### config.mk
export PLATFORM = sky130hd
export DESIGN_NAME = disc_scheduler
export DESIGN_NICKNAME = d
export VERILOG_FILES = /design/src/rtl/disc_sched_pkg.sv /design/src/rtl/rr_arb2.sv /design/src/rtl/disc_scheduler.sv
export SDC_FILE = /design/constraint.sdc
export NUM_CORES = 1
export LEC_CHECK = 0
export ABC_AREA = 1
export CAP_MARGIN = 20
export CORE_AREA = 2 2 203 205
export DETAILED_ROUTE_END_ITERATION = 10
export DIE_AREA = 0 0 205 207
export PLACE_DENSITY = 0.68
export SYNTH_ARGS = -nofsm -noshare
export SYNTH_HDL_FRONTEND = slang
export SYNTH_HIERARCHICAL = 1
export SYNTH_SLANG_ARGS = --single-unit
### constraint.sdc
create_clock -name clk -period 1.65 [get_ports clk]
set_input_delay 0.165 -clock clk [delete_from_list [all_inputs] [get_ports clk]]
set_output_delay 0.165 -clock clk [all_outputs]
set_load 0.005 [all_outputs]
### src/rtl/disc_sched_pkg.sv
`default_nettype none
// ============================================================================
// Module      : disc_sched_pkg
// Description : Shared types and constants for the discriminator scheduler.
//               Holds the FSM state encoding, the source identifiers, the
//               Q1.15 decision threshold, the image geometry and the
//               probability clamp helper.
// Ports       : none (package)
// Revision    : 1.0 - initial release
// ============================================================================
package disc_sched_pkg;

  typedef enum logic [1:0] {
    ST_IDLE = 2'd0,
    ST_EVAL = 2'd1,
    ST_RESP = 2'd2
  } state_t;

  localparam logic SRC_REAL = 1'b0;
  localparam logic SRC_FAKE = 1'b1;

  localparam logic [15:0] HALF_Q15 = 16'h4000;

  localparam int PIX_W = 16;
  localparam int NPIX  = 9;
  localparam int IMG_W = PIX_W * NPIX;

  // A probability below zero is meaningless; pin it to 0.0.
  function automatic logic [PIX_W-1:0] clamp_q15(input logic [PIX_W-1:0] v);
    return v[PIX_W-1] ? '0 : v;
  endfunction

endpackage
`default_nettype wire

### src/rtl/rr_arb2.sv
`default_nettype none
// ============================================================================
// Module      : rr_arb2
// Description : Two-way round-robin arbiter between the real and the fake
//               sample requester. Grants combinationally while enabled and
//               remembers the last granted source on each accept.
// Ports       : clk, rst_n     - clock, asynchronous active-low reset
//               en             - arbitration allowed this cycle
//               req_real/fake  - request lines
//               accept         - the granted request was taken this cycle
//               gnt_real/fake  - one-hot (or zero) grant
// Revision    : 1.0 - initial release
// ============================================================================
module rr_arb2
  import disc_sched_pkg::*;
(
  input  logic clk,
  input  logic rst_n,
  input  logic en,
  input  logic req_real,
  input  logic req_fake,
  input  logic accept,
  output logic gnt_real,
  output logic gnt_fake
);

  logic last_grant;

  always_comb begin
    gnt_real = 1'b0;
    gnt_fake = 1'b0;
    if (en) begin
      if (req_real && req_fake) begin
        // Contention: hand the slot to whoever did not get it last time.
        if (last_grant == SRC_FAKE) gnt_real = 1'b1;
        else                        gnt_fake = 1'b1;
      end else begin
        gnt_real = req_real;
        gnt_fake = req_fake;
      end
    end
  end

  // Resetting to "fake" makes real win the first contention.
  always_ff @(posedge clk or negedge rst_n) begin
    if (!rst_n) begin
      last_grant <= SRC_FAKE;
    end else if (accept) begin
      last_grant <= gnt_fake ? SRC_FAKE : SRC_REAL;
    end
  end

endmodule
`default_nettype wire

### src/rtl/disc_scheduler.sv
`default_nettype none
// ============================================================================
// Module      : disc_scheduler
// Description : Time-shares one combinational discriminator between a real
//               and a generator (fake) sample stream. One request in flight;
//               the image is registered onto disc_img, the probability is
//               captured after SETTLE_CYCLES, clamped, and returned on a
//               valid/ready response port. Keeps saturating statistics.
// Ports       : clk, rst_n                    - clock, async active-low reset
//               real_valid/ready/pix          - real sample request
//               fake_valid/ready/pix          - fake sample request
//               disc_img, disc_prob           - discriminator image / result
//               rsp_valid/ready/prob/src/is_real - response channel
//               clr_stats                     - synchronous statistics clear
//               cnt_real/fake/fooled          - saturating statistics
// Revision    : 1.0 - initial release
// ============================================================================
module disc_scheduler
  import disc_sched_pkg::*;
#(
  parameter int SETTLE_CYCLES = 1
) (
  input  logic             clk,
  input  logic             rst_n,
  input  logic             real_valid,
  output logic             real_ready,
  input  logic [IMG_W-1:0] real_pix,
  input  logic             fake_valid,
  output logic             fake_ready,
  input  logic [IMG_W-1:0] fake_pix,
  output logic [IMG_W-1:0] disc_img,
  input  logic [PIX_W-1:0] disc_prob,
  output logic             rsp_valid,
  input  logic             rsp_ready,
  output logic [PIX_W-1:0] rsp_prob,
  output logic             rsp_src,
  output logic             rsp_is_real,
  input  logic             clr_stats,
  output logic [15:0]      cnt_real,
  output logic [15:0]      cnt_fake,
  output logic [15:0]      cnt_fooled
);

  localparam logic [3:0] SETTLE_LAST = 4'(SETTLE_CYCLES - 1);

  state_t     state;
  state_t     state_nxt;
  logic [3:0] settle_cnt;
  logic       gnt_real;
  logic       gnt_fake;
  logic       accept;
  logic       capture;
  logic       rsp_hs;

  // Readies are also held low while reset is asserted.
  rr_arb2 u_arb (
    .clk      (clk),
    .rst_n    (rst_n),
    .en       (rst_n && (state == ST_IDLE)),
    .req_real (real_valid),
    .req_fake (fake_valid),
    .accept   (accept),
    .gnt_real (gnt_real),
    .gnt_fake (gnt_fake)
  );

  assign real_ready  = gnt_real;
  assign fake_ready  = gnt_fake;
  assign accept      = (real_valid && gnt_real) || (fake_valid && gnt_fake);
  assign capture     = (state == ST_EVAL) && (settle_cnt == SETTLE_LAST);
  assign rsp_hs      = rsp_valid && rsp_ready;
  assign rsp_is_real = (rsp_prob >= HALF_Q15);

  always_ff @(posedge clk or negedge rst_n) begin
    if (!rst_n) state <= ST_IDLE;
    else        state <= state_nxt;
  end

  always_comb begin
    state_nxt = state;
    case (state)
      ST_IDLE: if (accept)  state_nxt = ST_EVAL;
      ST_EVAL: if (capture) state_nxt = ST_RESP;
      ST_RESP: if (rsp_hs)  state_nxt = ST_IDLE;
      default:              state_nxt = ST_IDLE;
    endcase
  end

  // rsp_valid is registered: it rises one edge after the capture edge so the
  // response leaves through a flop, and it drops on the handshake edge.
  always_ff @(posedge clk or negedge rst_n) begin
    if (!rst_n) begin
      settle_cnt <= '0;
      disc_img   <= '0;
      rsp_src    <= SRC_REAL;
      rsp_prob   <= '0;
      rsp_valid  <= 1'b0;
    end else begin
      if (accept) begin
        disc_img   <= gnt_fake ? fake_pix : real_pix;
        rsp_src    <= gnt_fake ? SRC_FAKE : SRC_REAL;
        settle_cnt <= '0;
      end else if (state == ST_EVAL) begin
        settle_cnt <= settle_cnt + 4'd1;
      end
      if (capture) begin
        rsp_prob <= clamp_q15(disc_prob);
      end
      rsp_valid <= (state == ST_RESP) && !rsp_hs;
    end
  end

  always_ff @(posedge clk or negedge rst_n) begin
    if (!rst_n) begin
      cnt_real   <= '0;
      cnt_fake   <= '0;
      cnt_fooled <= '0;
    end else if (clr_stats) begin
      cnt_real   <= '0;
      cnt_fake   <= '0;
      cnt_fooled <= '0;
    end else if (rsp_hs) begin
      if (rsp_src == SRC_FAKE) begin
        if (cnt_fake != 16'hFFFF) cnt_fake <= cnt_fake + 16'd1;
        if (rsp_is_real && (cnt_fooled != 16'hFFFF)) cnt_fooled <= cnt_fooled + 16'd1;
      end else begin
        if (cnt_real != 16'hFFFF) cnt_real <= cnt_real + 16'd1;
      end
    end
  end

endmodule
`default_nettype wire

==> results.cfg, run 1 <==
[finish]
fillCellCount = 3760
nNetsFinal = 2458
syn_to_final_growth_pct = 78.0
layout_commonest_cell = nand2_1
layout_common_cells = nand2_1, clkdlybuf4s50_1, inv_1
multi_input_area_um2 = 5000
regArea_um2 = 5430
design_area_um2 = 19900
drive_gt1_share_pct = 14.7

[timing]
tightest_slew_ns = 0.650
hold_violations = 0
fin_crit_ns = 1.87
worst_hold_slack_ns = 0.114
finalClockSkew_ns = 0.0151
final-max-slew-violation-count = 0
grt_setup_unrepaired = yes
finalSetupTns_ns = -14.95
fmax_ghz = 0.535
finalCritPeriodShare_pct = 113
worst_slack_ns = -0.218
slew_headroom_pct = 56.7
setup_violations = 149

[detailed_routing]
ant_nets = 0
wl_per_cell_um = 17.1
drc_errors = 0
routed_wl_mm = 46.2
vias_per_cell = 4.58
vias = 12373
first_iter_violations = 639
firstDrtPassIters = 5

[logic_synthesis]
syn_inst = 1528
syn-mean-instance-area_um2 = 7.33
syn_nets = 1843
synthesis.area_um2 = 11200
ys_ff_latch = 216
synth_cell_types = 31
yosysWarnings = 6
ys_seq_area_share_pct = 48.2

[critical_path]
cp.arrival_ns = 2.30
critPathLaunchType = register
required_ns = 2.08
critPathKind = register to register
endpoint_kind = register
path_max_fanout = 7

[floorplanning]
die_x_um = 205
io_pins = 523
fp-row-count = 74
chipHeight_um = 207
coreArea_um2 = 40400
die_area_um2 = 42400
initial_core_util_pct = 27.8

[clocking]
clock_path_buffers = 3
clk_pin_slew_ns = 0.06
cts-buffers-inserted = 27
htree_levels = 1
cts-root-buf = clkbuf_16
cts_sinks = 216
clk_latency_ns = 0.55
cts_tree = built

[placement]
dp_slack_ns = -0.239
dp_hpwl_mm = 33.6
dpl_cell_area_um2 = 17500
place.port_buffers = 521
place_congestion = 0.937

[power_and_ir_drop]
switching_share_pct = 32.9
clockPowerShare_pct = 23.8
power_mw = 26.1
p_leak_nw = 9.98
p_int_mw = 17.5
pwr-share-comb_pct = 43.4
p_per_area_nw_per_um2 = 1310
ir_worst_vdd_mv = 0.773
seqPwrFrac_pct = 32.7
power.switching_mw = 8.61

[global_route]
antenna_found_initial = 9
grt_pass1_vias = 11963
grt_pass1_wl_mm = 68.6
grt_max_degree = 111
grt_overflow = 0
grt_util_all_layers_pct = 20.7

[status]
status = finished with violations
failed_checks = negative setup slack

[min_path]
hold_class = input port to asynchronous set/reset pin

[job]
drv_cap = 0
-- cell families (layout without fill, tap and decap cells) --
family	Yosys count	count (layout)	share of synthesized area (%)
other cells	1	9	0.0335
compound gates	342	342	15.5
simple gates	666	666	24.1
buf+inv	284	919	10.5
xor+xnor	14	14	1.09
flops	216	216	48.2
fa+ha+maj	5	5	0.558
-- power groups by stage --
stage	clock (mW)	combinational [mW]	sequential [mW]
2_1_floorplan	0	3.35	8.56
3_3_place_gp	0	9.65	8.56
3_5_place_dp	0	9.85	8.55
4_1_cts	6.39	10.6	8.55
5_1_grt	6.60	12.4	8.80
6_report	6.23	11.4	8.56
-- what timing repair did --
| action | CTS | global route |
|---|---|---|
| pin swaps | 16 | 59 |
| setup buffers | 17 | 22 |
| gates cloned | 6 | 14 |
| endpoints found under the hold margin | 215 | 0 |
| resized for setup | 191 | 266 |
| hold buffers | 1 | 0 |
| setup endpoints to repair | 228 | 238 |
-- sequential cells by signal (all words and copies together), names as in the netlist --
name,flops
cnt_fake,16
cnt_fooled,16
cnt_real,16
disc_img,144
rsp_prob,15
rsp_src,1
rsp_valid,1
settle_cnt,4
state,2
u_arb/last_grant,1
-- through the flow --
step                      instances  utilization [%]
after floorplan                1528                -
after global placement         2589             43.4
after detailed placement       2589             43.4
after CTS                      2661             46.8
after global routing           2702             49.4
final                          2703             49.4
-- layout make-up --
| cell class | instances | share of cell area, % |
|---|---|---|
| timing repair buffer | 664 | 35.6 |
| sequential | 216 | 27.2 |
| multi-input combinational | 1028 | 25.1 |
| inverter | 204 | 3.93 |
| clock buffer | 35 | 3.74 |
| tap | 532 | 3.34 |
| clock inverter | 14 | 0.903 |
| timing repair inverter | 2 | 0.138 |
| antenna | 8 | 0.100 |
-- worst max-delay path, stage by stage, from the launching register on --
cell and delay [ns]:
dfrtp_1 0.39, inv_2 0.09, nand2_4 0.06, nor2_4 0.12, nand2_2 0.09, a21oi_4 0.16
buf_6 0.13, buf_12 0.13, buf_12 0.13, buf_8 0.13, buf_6 0.11, nand2_1 0.05
o21ai_1 0.09, o21ai_1 0.08
-- synthesized netlist by cell type --
cell type	n	area share, %
nand2_1	505	17
o21ai_0	303	14
dfrtp_1	215	48
inv_1	201	6.7
nor2_1	61	2.0
nand3_1	58	2.6
clkbuf_1	34	1.1
buf_2	23	1.0
o21ai_1	23	1.0
buf_4	18	1.2
nand4_1	14	0.78
xor2_1	13	1.0
o21bai_1	8	0.54
a21oi_1	7	0.31
nor2_2	7	0.39
nor3_1	7	0.31
ha_1	5	0.56
nand2_2	5	0.28
buf_1	3	0.10
inv_2	3	0.10
nor2_4	3	0.30
buf_6	2	0.20
nand3_2	2	0.18
a211oi_1	1	0.067
conb_1	1	0.033
dfstp_2	1	0.23
nand3b_1	1	0.067
nand4_2	1	0.11
or2_0	1	0.056
or2_2	1	0.056
xnor2_1	1	0.078
-- final timing paths --
path                                from       endpoint  slack, ns  cells after the start
max reg2reg                     state[0]   disc_img[24]      -0.22                     13
min in group clk           disc_prob[11]   rsp_prob[11]       0.17                      3
max                             state[0]   disc_img[24]      -0.22                     13
max in group asynchronous          rst_n   disc_img[89]       0.70                      4
min                                rst_n   rsp_prob[10]       0.11                      3
min reg2reg                settle_cnt[3]  settle_cnt[3]       0.47                      1
-- layer usage --
layer / vias to the layer above / GRT usage, % / share of wire [%]
met3: 86 / 4.89 / 7.5
li1: 6051 / - / -
met2: 450 / 35.0 / 50
met5: - / 0 / 0.028
met4: 2 / 6.65 / 3.1
met1: 5784 / 25.8 / 40
No activity file was read; power rests on OpenSTA's default activity.
==> inputs of run 2 (changes only) <==
ABC_AREA = not set   (was 1)
ABC_CLOCK_PERIOD_IN_PS = 1650   (was not set)
PLACE_DENSITY = not set   (was 0.68)
PLACE_DENSITY_LB_ADDON = 0.08   (was not set)
==> results.cfg, run 2 <==
[status]
status = finished with violations
failed_checks = negative setup slack

[logic_synthesis]
synthFlopType = dfrtp_1
syn-mean-instance-area_um2 = 9.97
yosysWarnings = 6
yosys.area.top_type = dfrtp_1
yosys.area.top_type_share_pct = 52.3
synth_top_family_by_area = simple AND/OR/NAND/NOR gates
syn_inst = 1033
syn_nets = 1348
synthMostInstantiatedCell = dfrtp_1
synth.area.top_cells = dfrtp_1, mux2i_1, o21ai_0
synth_xor_area_share_pct = 0.255
synthSimpleGateAreaFrac_pct = 15.3
synth_adder_area_share_pct = 0.608
synthesis.area_um2 = 10300
ys_seq_area_share_pct = 52.5
synthTopCellsByCount = dfrtp_1, nand2_1, o21ai_0, mux2i_1, clkbuf_1
synth_compound_area_share_pct = 13.4
synthMuxAreaShare_pct = 14.7
ys_ff_latch = 216
ys_async_sr_fraction_pct = 100
synth_cell_types = 45
synth_edf_count = 0

[detailed_routing]
ant_nets = 0
firstDrtPassIters = 4
vias = 10448
highest_layer = met5
routed_wl_mm = 44.1
wl_per_cell_um = 19.2
wl_met3_mm = 3.28
met1_length_mm = 16.5
met2_length_mm = 23.4
vias_per_cell = 4.54
first_iter_violations = 294
drc_errors = 0

[finish]
top_register = disc_img
syn_to_final_growth_pct = 97.4
fillCellCount = 3810
layout_common_cells = clkdlybuf4s50_1, dfrtp_1, nand2_1
drive_gt1_share_pct = 25.5
nNetsFinal = 2057
layout_commonest_cell = clkdlybuf4s50_1
design_area_um2 = 20300
largest_reg_flops = 144

[floorplanning]
chipHeight_um = 207
io_pins = 523
die_area_um2 = 42400
fp-row-count = 74
die_x_um = 205
coreArea_um2 = 40400
initial_core_util_pct = 25.5

[placement]
place_congestion = 0.802
place.port_buffers = 521
dp_slack_ns = -0.394
dpl_cell_area_um2 = 17300
dp_hpwl_mm = 33.1

[critical_path]
critPathLaunchType = register
required_ns = 2.09
critPathKind = register to register
r2r_start = state[0]
r2r_slack_ns = -0.30
r2r-end = disc_img[19]
reg2regPathDepth = 10
cp.arrival_ns = 2.38
crit_end = disc_img[19]
endpoint_kind = register
path_max_fanout = 8
crit_start = state[0]

[clocking]
cts_sinks = 216
clock_path_buffers = 3
clk_pin_slew_ns = 0.05
htree_levels = 1
clk_latency_ns = 0.56
cts-buffers-inserted = 30
cts_tree = built
cts-root-buf = clkbuf_16

[timing]
tightest_slew_ns = 0.947
fmax_ghz = 0.514
finalCritPeriodShare_pct = 118
hold_violations = 0
finalClockSkew_ns = 0.0167
final-max-slew-violation-count = 0
slew_headroom_pct = 36.9
finalSetupTns_ns = -35.84
grt_setup_unrepaired = yes
fin_crit_ns = 1.95
setup_violations = 168
worst_slack_ns = -0.295

[min_path]
worstHoldPathCells = 3
hold_class = input port to register

[job]
drv_cap = 0

[global_route]
antenna_found_initial = 7
grt_util_all_layers_pct = 19.9
grt_max_degree = 147
grt_overflow = 0
grt_pass1_wl_mm = 64.7
grt_pass1_vias = 10808

[power_and_ir_drop]
p_leak_nw = 9.79
power_mw = 25.4
p_per_area_nw_per_um2 = 1250
ir_worst_vdd_mv = 0.894
==> run 2: cell count changes in the layout (fill, tap and decap cells not counted), moves of 21 or more <==
cell,change
a21oi_2,+23
buf_4,+70
clkdlybuf4s50_1,-48
dlymetal6s2s_1,+38
inv_1,-184
mux2i_1,+128
nand2_1,-320
nand3_1,-47
nor2_1,-48
o21ai_0,-61
o21ai_1,-75
o21ai_2,-22
or4_4,+21
==> run 2: how the worst min path moves through the flow <==
| stage | to | slack [ns] | from |
|---|---|---|---|
| 4_1_cts | rsp_prob[11] | 0.16 | disc_prob[11] |
| 3_5_place_dp | disc_img[45] | 0.47 | disc_img[45] |
| 6_report | rsp_prob[11] | 0.19 | disc_prob[11] |
| 5_1_grt | rsp_prob[3] | 0.19 | disc_prob[3] |
| 2_1_floorplan | cnt_fake[0] | -0.13 | rst_n |
| 3_3_place_gp | disc_img[45] | 0.46 | disc_img[45] |
==> run 2: cell type report <==
type | instances | area, um^2 | area share (%)
diodes | 5 | 12.5 | 0.0615
clock buffers | 41 | 833 | 4.10
clock inverters | 13 | 229 | 1.13
inverters | 15 | 63.8 | 0.314
multi-input cells | 739 | 5460 | 26.9
flip-flops and latches | 216 | 5410 | 26.6
well taps | 532 | 666 | 3.27
repair buffers | 740 | 7650 | 37.6
==> run 2: per-stage QoR <==
stage	hold WS, ns	utilization (%)	std cells
2_1_floorplan	-0.131	-	1033
3_3_place_gp	0.459	42.9	2173
3_5_place_dp	0.467	42.9	2173
4_1_cts	0.157	46.8	2259
5_1_grt	0.191	50.4	2301
6_report	0.186	50.4	2301
==> run 2: logic make-up (layout without fill, tap and decap cells) <==
group                      Yosys count  count (layout)
AOI/OAI and AO/OA                  251             251
DFF                                216             216
buffers and inverters               80             809
xor gates and xnor gates             3               3
adders and majority gates            5               5
and+or+nand+nor                    326             328
muxes                              151             151
other                                1               6
==> run 2: routing by layer <==
| metal | up-vias | global-route usage [%] |
|---|---|---|
| li1 | 5133 | - |
| met1 | 4967 | 22.2 |
| met2 | 284 | 36.1 |
| met3 | 60 | 6.66 |
| met4 | 4 | 4.79 |
| met5 | - | 0 |
==> run 2: repair_timing <==
item,4_1_cts,5_1_grt
hold buffers,2,0
setup endpoints to repair,298,300
resized for setup,166,308
hold endpoints to repair,216,0
buffers inserted,28,29
gates cloned,4,8
pin swaps,21,56
==> run 2: power by group <==
part           internal [mW]  switching (mW)  total [mW]
logic                   5.88            4.17        10.1
clock network           4.45            2.48        6.93
registers               7.23            1.17        8.40
==> run 2: critical path, stage by stage, from the launching register on <==
cell and delay [ns]:
dfrtp_1 0.40, nor3b_4 0.23, buf_4 0.15, and3_4 0.20, buf_6 0.13, nand2_4 0.06
and2_4 0.23, buf_12 0.17, clkbuf_16 0.16, nand2_1 0.05, o21ai_1 0.06
==> inputs of run 3 (changes only) <==
ABC_AREA = 1   (was not set)
ABC_CLOCK_PERIOD_IN_PS = 2300   (was 1650)
CORE_AREA = 2 2 201 203   (was 2 2 203 205)
DIE_AREA = 0 0 203 205   (was 0 0 205 207)
TNS_END_PERCENT = 1   (was not set)
clock period = 2.3 ns   (was 1.65 ns; I/O delays follow)
==> results.cfg, run 3 (same netlist as run 1, synthesis figures left out) <==
[floorplanning]
chipHeight_um = 205
die_x_um = 203
io_pins = 523
initial_core_util_pct = 28.5
fp-row-count = 73
coreArea_um2 = 39400
die_area_um2 = 41600

[detailed_routing]
wl_per_cell_um = 16.7
vias = 11221
routed_wl_mm = 43.2
ant_nets = 0
vias_per_cell = 4.35
firstDrtPassIters = 5
drc_errors = 0
first_iter_violations = 504

[finish]
nNetsFinal = 2349
layout_common_cells = clkdlybuf4s50_1, nand2_1, o21ai_0
fillCellCount = 3979
largest_reg_flops = 144
syn_to_final_growth_pct = 61.0
top_register = disc_img
finalNonFillerCells = 2582
drive_gt1_share_pct = 5.40
layout_commonest_cell = clkdlybuf4s50_1

[timing]
final-max-slew-violation-count = 0
finalCritPeriodShare_pct = 90.4
finalClockSkew_ns = 0.0147
finalSetupTns_ns = 0
setup_violations = 0
grt_setup_unrepaired = no
worst_hold_slack_ns = 0.235
worst_slack_ns = 0.222
slew_headroom_pct = 38.5
hold_violations = 0
fmax_ghz = 0.481
fin_crit_ns = 2.08
tightest_slew_ns = 0.923

[clocking]
cts-root-buf = clkbuf_16
clk_pin_slew_ns = 0.06
clk_latency_ns = 0.55
htree_levels = 1
cts_sinks = 216
cts_tree = built
clock_path_buffers = 3
cts-buffers-inserted = 27

[critical_path]
r2r_start = state[0]
critPathLaunchType = register
required_ns = 2.07
endpoint_kind = primary output
path_max_fanout = 2
r2r_slack_ns = 0.29
crit_chain = inv_2, nand2_1, nor2_2, nand2_2, a21oi_4, buf_12, dlygate4sd2_1
r2r-end = disc_img[17]
slowest_stage = dfrtp_1
reg2regPathDepth = 11
critPathMaxStageDelay_ns = 0.39
cp.arrival_ns = 1.85
critPathKind = register to primary output

[power_and_ir_drop]
p_per_area_nw_per_um2 = 971
pwr-share-comb_pct = 39.6
clockPowerShare_pct = 25.7
p_int_mw = 11.8
seqPwrFrac_pct = 34.7
ir_worst_vdd_mv = 0.654
power.switching_mw = 5.70
switching_share_pct = 32.6
p_leak_nw = 8.08

[global_route]
antenna_found_initial = 7
grt_pass1_vias = 11069
grt_pass1_wl_mm = 65.3
grt_util_all_layers_pct = 20.4
grt_max_degree = 138
grt_overflow = 0

[placement]
dp_slack_ns = 0.163
dp_hpwl_mm = 33.5
place.port_buffers = 521
post-place-cells = 2524
place_congestion = 0.863

[status]
status = finished clean

[job]
drv_cap = 0

[min_path]
hold_class = input port to asynchronous set/reset pin
run 3: changes by cell type in the layout (fill, tap and decap cells not counted), sizes merged, moves of 40 or more:
| cell | change |
|---|---|
| clkdlybuf4s50 | +149 |
| inv | +188 |
| dlygate4sd2 | -41 |
| mux2i | -146 |
| nand3 | +40 |
| o21ai | +158 |
| dlymetal6s2s | -102 |
| buf | -180 |
| nor2 | +55 |
| nand2 | +328 |
run 3: layer usage:
metal  GRT usage, %  vias up  share of wire, %
li1               -     5816                 -
met2           37.3      279                52
met5              0        -              0.16
met1           23.2     5076                38
met3           7.35       40               8.0
met4           3.21       10               1.4
run 3: worst max path at each step:
stage | from | end | slack [ns] | cells past startpoint
after global placement | fake_valid | disc_img[81] | 0.21 | 8
final | state[0] | fake_ready | 0.22 | 7
after detailed placement | fake_valid | disc_img[12] | 0.16 | 7
after floorplan | state[0] | disc_img[101] | 0.41 | 12
after CTS | state[1] | disc_img[81] | 0.15 | 11
after global routing | state[1] | disc_img[138] | 0.04 | 11
run 3: timing repair:
item                       in CTS  in global routing
gates resized for setup         5                  6
hold buffers                    1                  0
hold endpoints to repair       12                  0
setup endpoints to repair       2                 29
cloned                          1                  0
pin swaps                       2                  0
setup buffers                   4                  0
run 3: power groups by stage:
stage	logic [mW]	registers [mW]	clock network (mW)
finish	6.94	6.07	4.51
global route	7.72	6.28	4.81
CTS	7.07	6.08	4.65
detailed placement	6.97	6.08	0
global placement	6.95	6.09	0
floorplan	2.31	6.14	0
run 3: layout make-up:
class                           count  area [um^2]  area share (%)
Timing Repair Buffer              557         5630            31.2
Sequential cell                   216         5410            30.0
Multi-Input combinational cell   1028         4640            25.7
Inverter                          204          773            4.29
Clock buffer                       33          738            4.09
Tap cell                          525          657            3.64
Clock inverter                     16          193            1.07
Antenna cell                        3         7.51          0.0416
run 3: per-stage QoR:
stage | util [%] | power, mW | cell area [um^2]
6_report | 45.8 | 17.5 | 18000
2_1_floorplan | - | 8.44 | 11200
4_1_cts | 45.8 | 17.8 | 18000
3_5_place_dp | 43.2 | 13.1 | 17000
3_3_place_gp | 43.2 | 13.0 | 17000
5_1_grt | 45.8 | 18.8 | 18000
run 3: worst max-delay path, delay by kind of cell (launching register included):
family	cells	cell delay [ns]
AOI/OAI and AO/OA	1	0.16
and+or+nand+nor	3	0.35
buffers and inverters	3	0.41
DFF	1	0.39
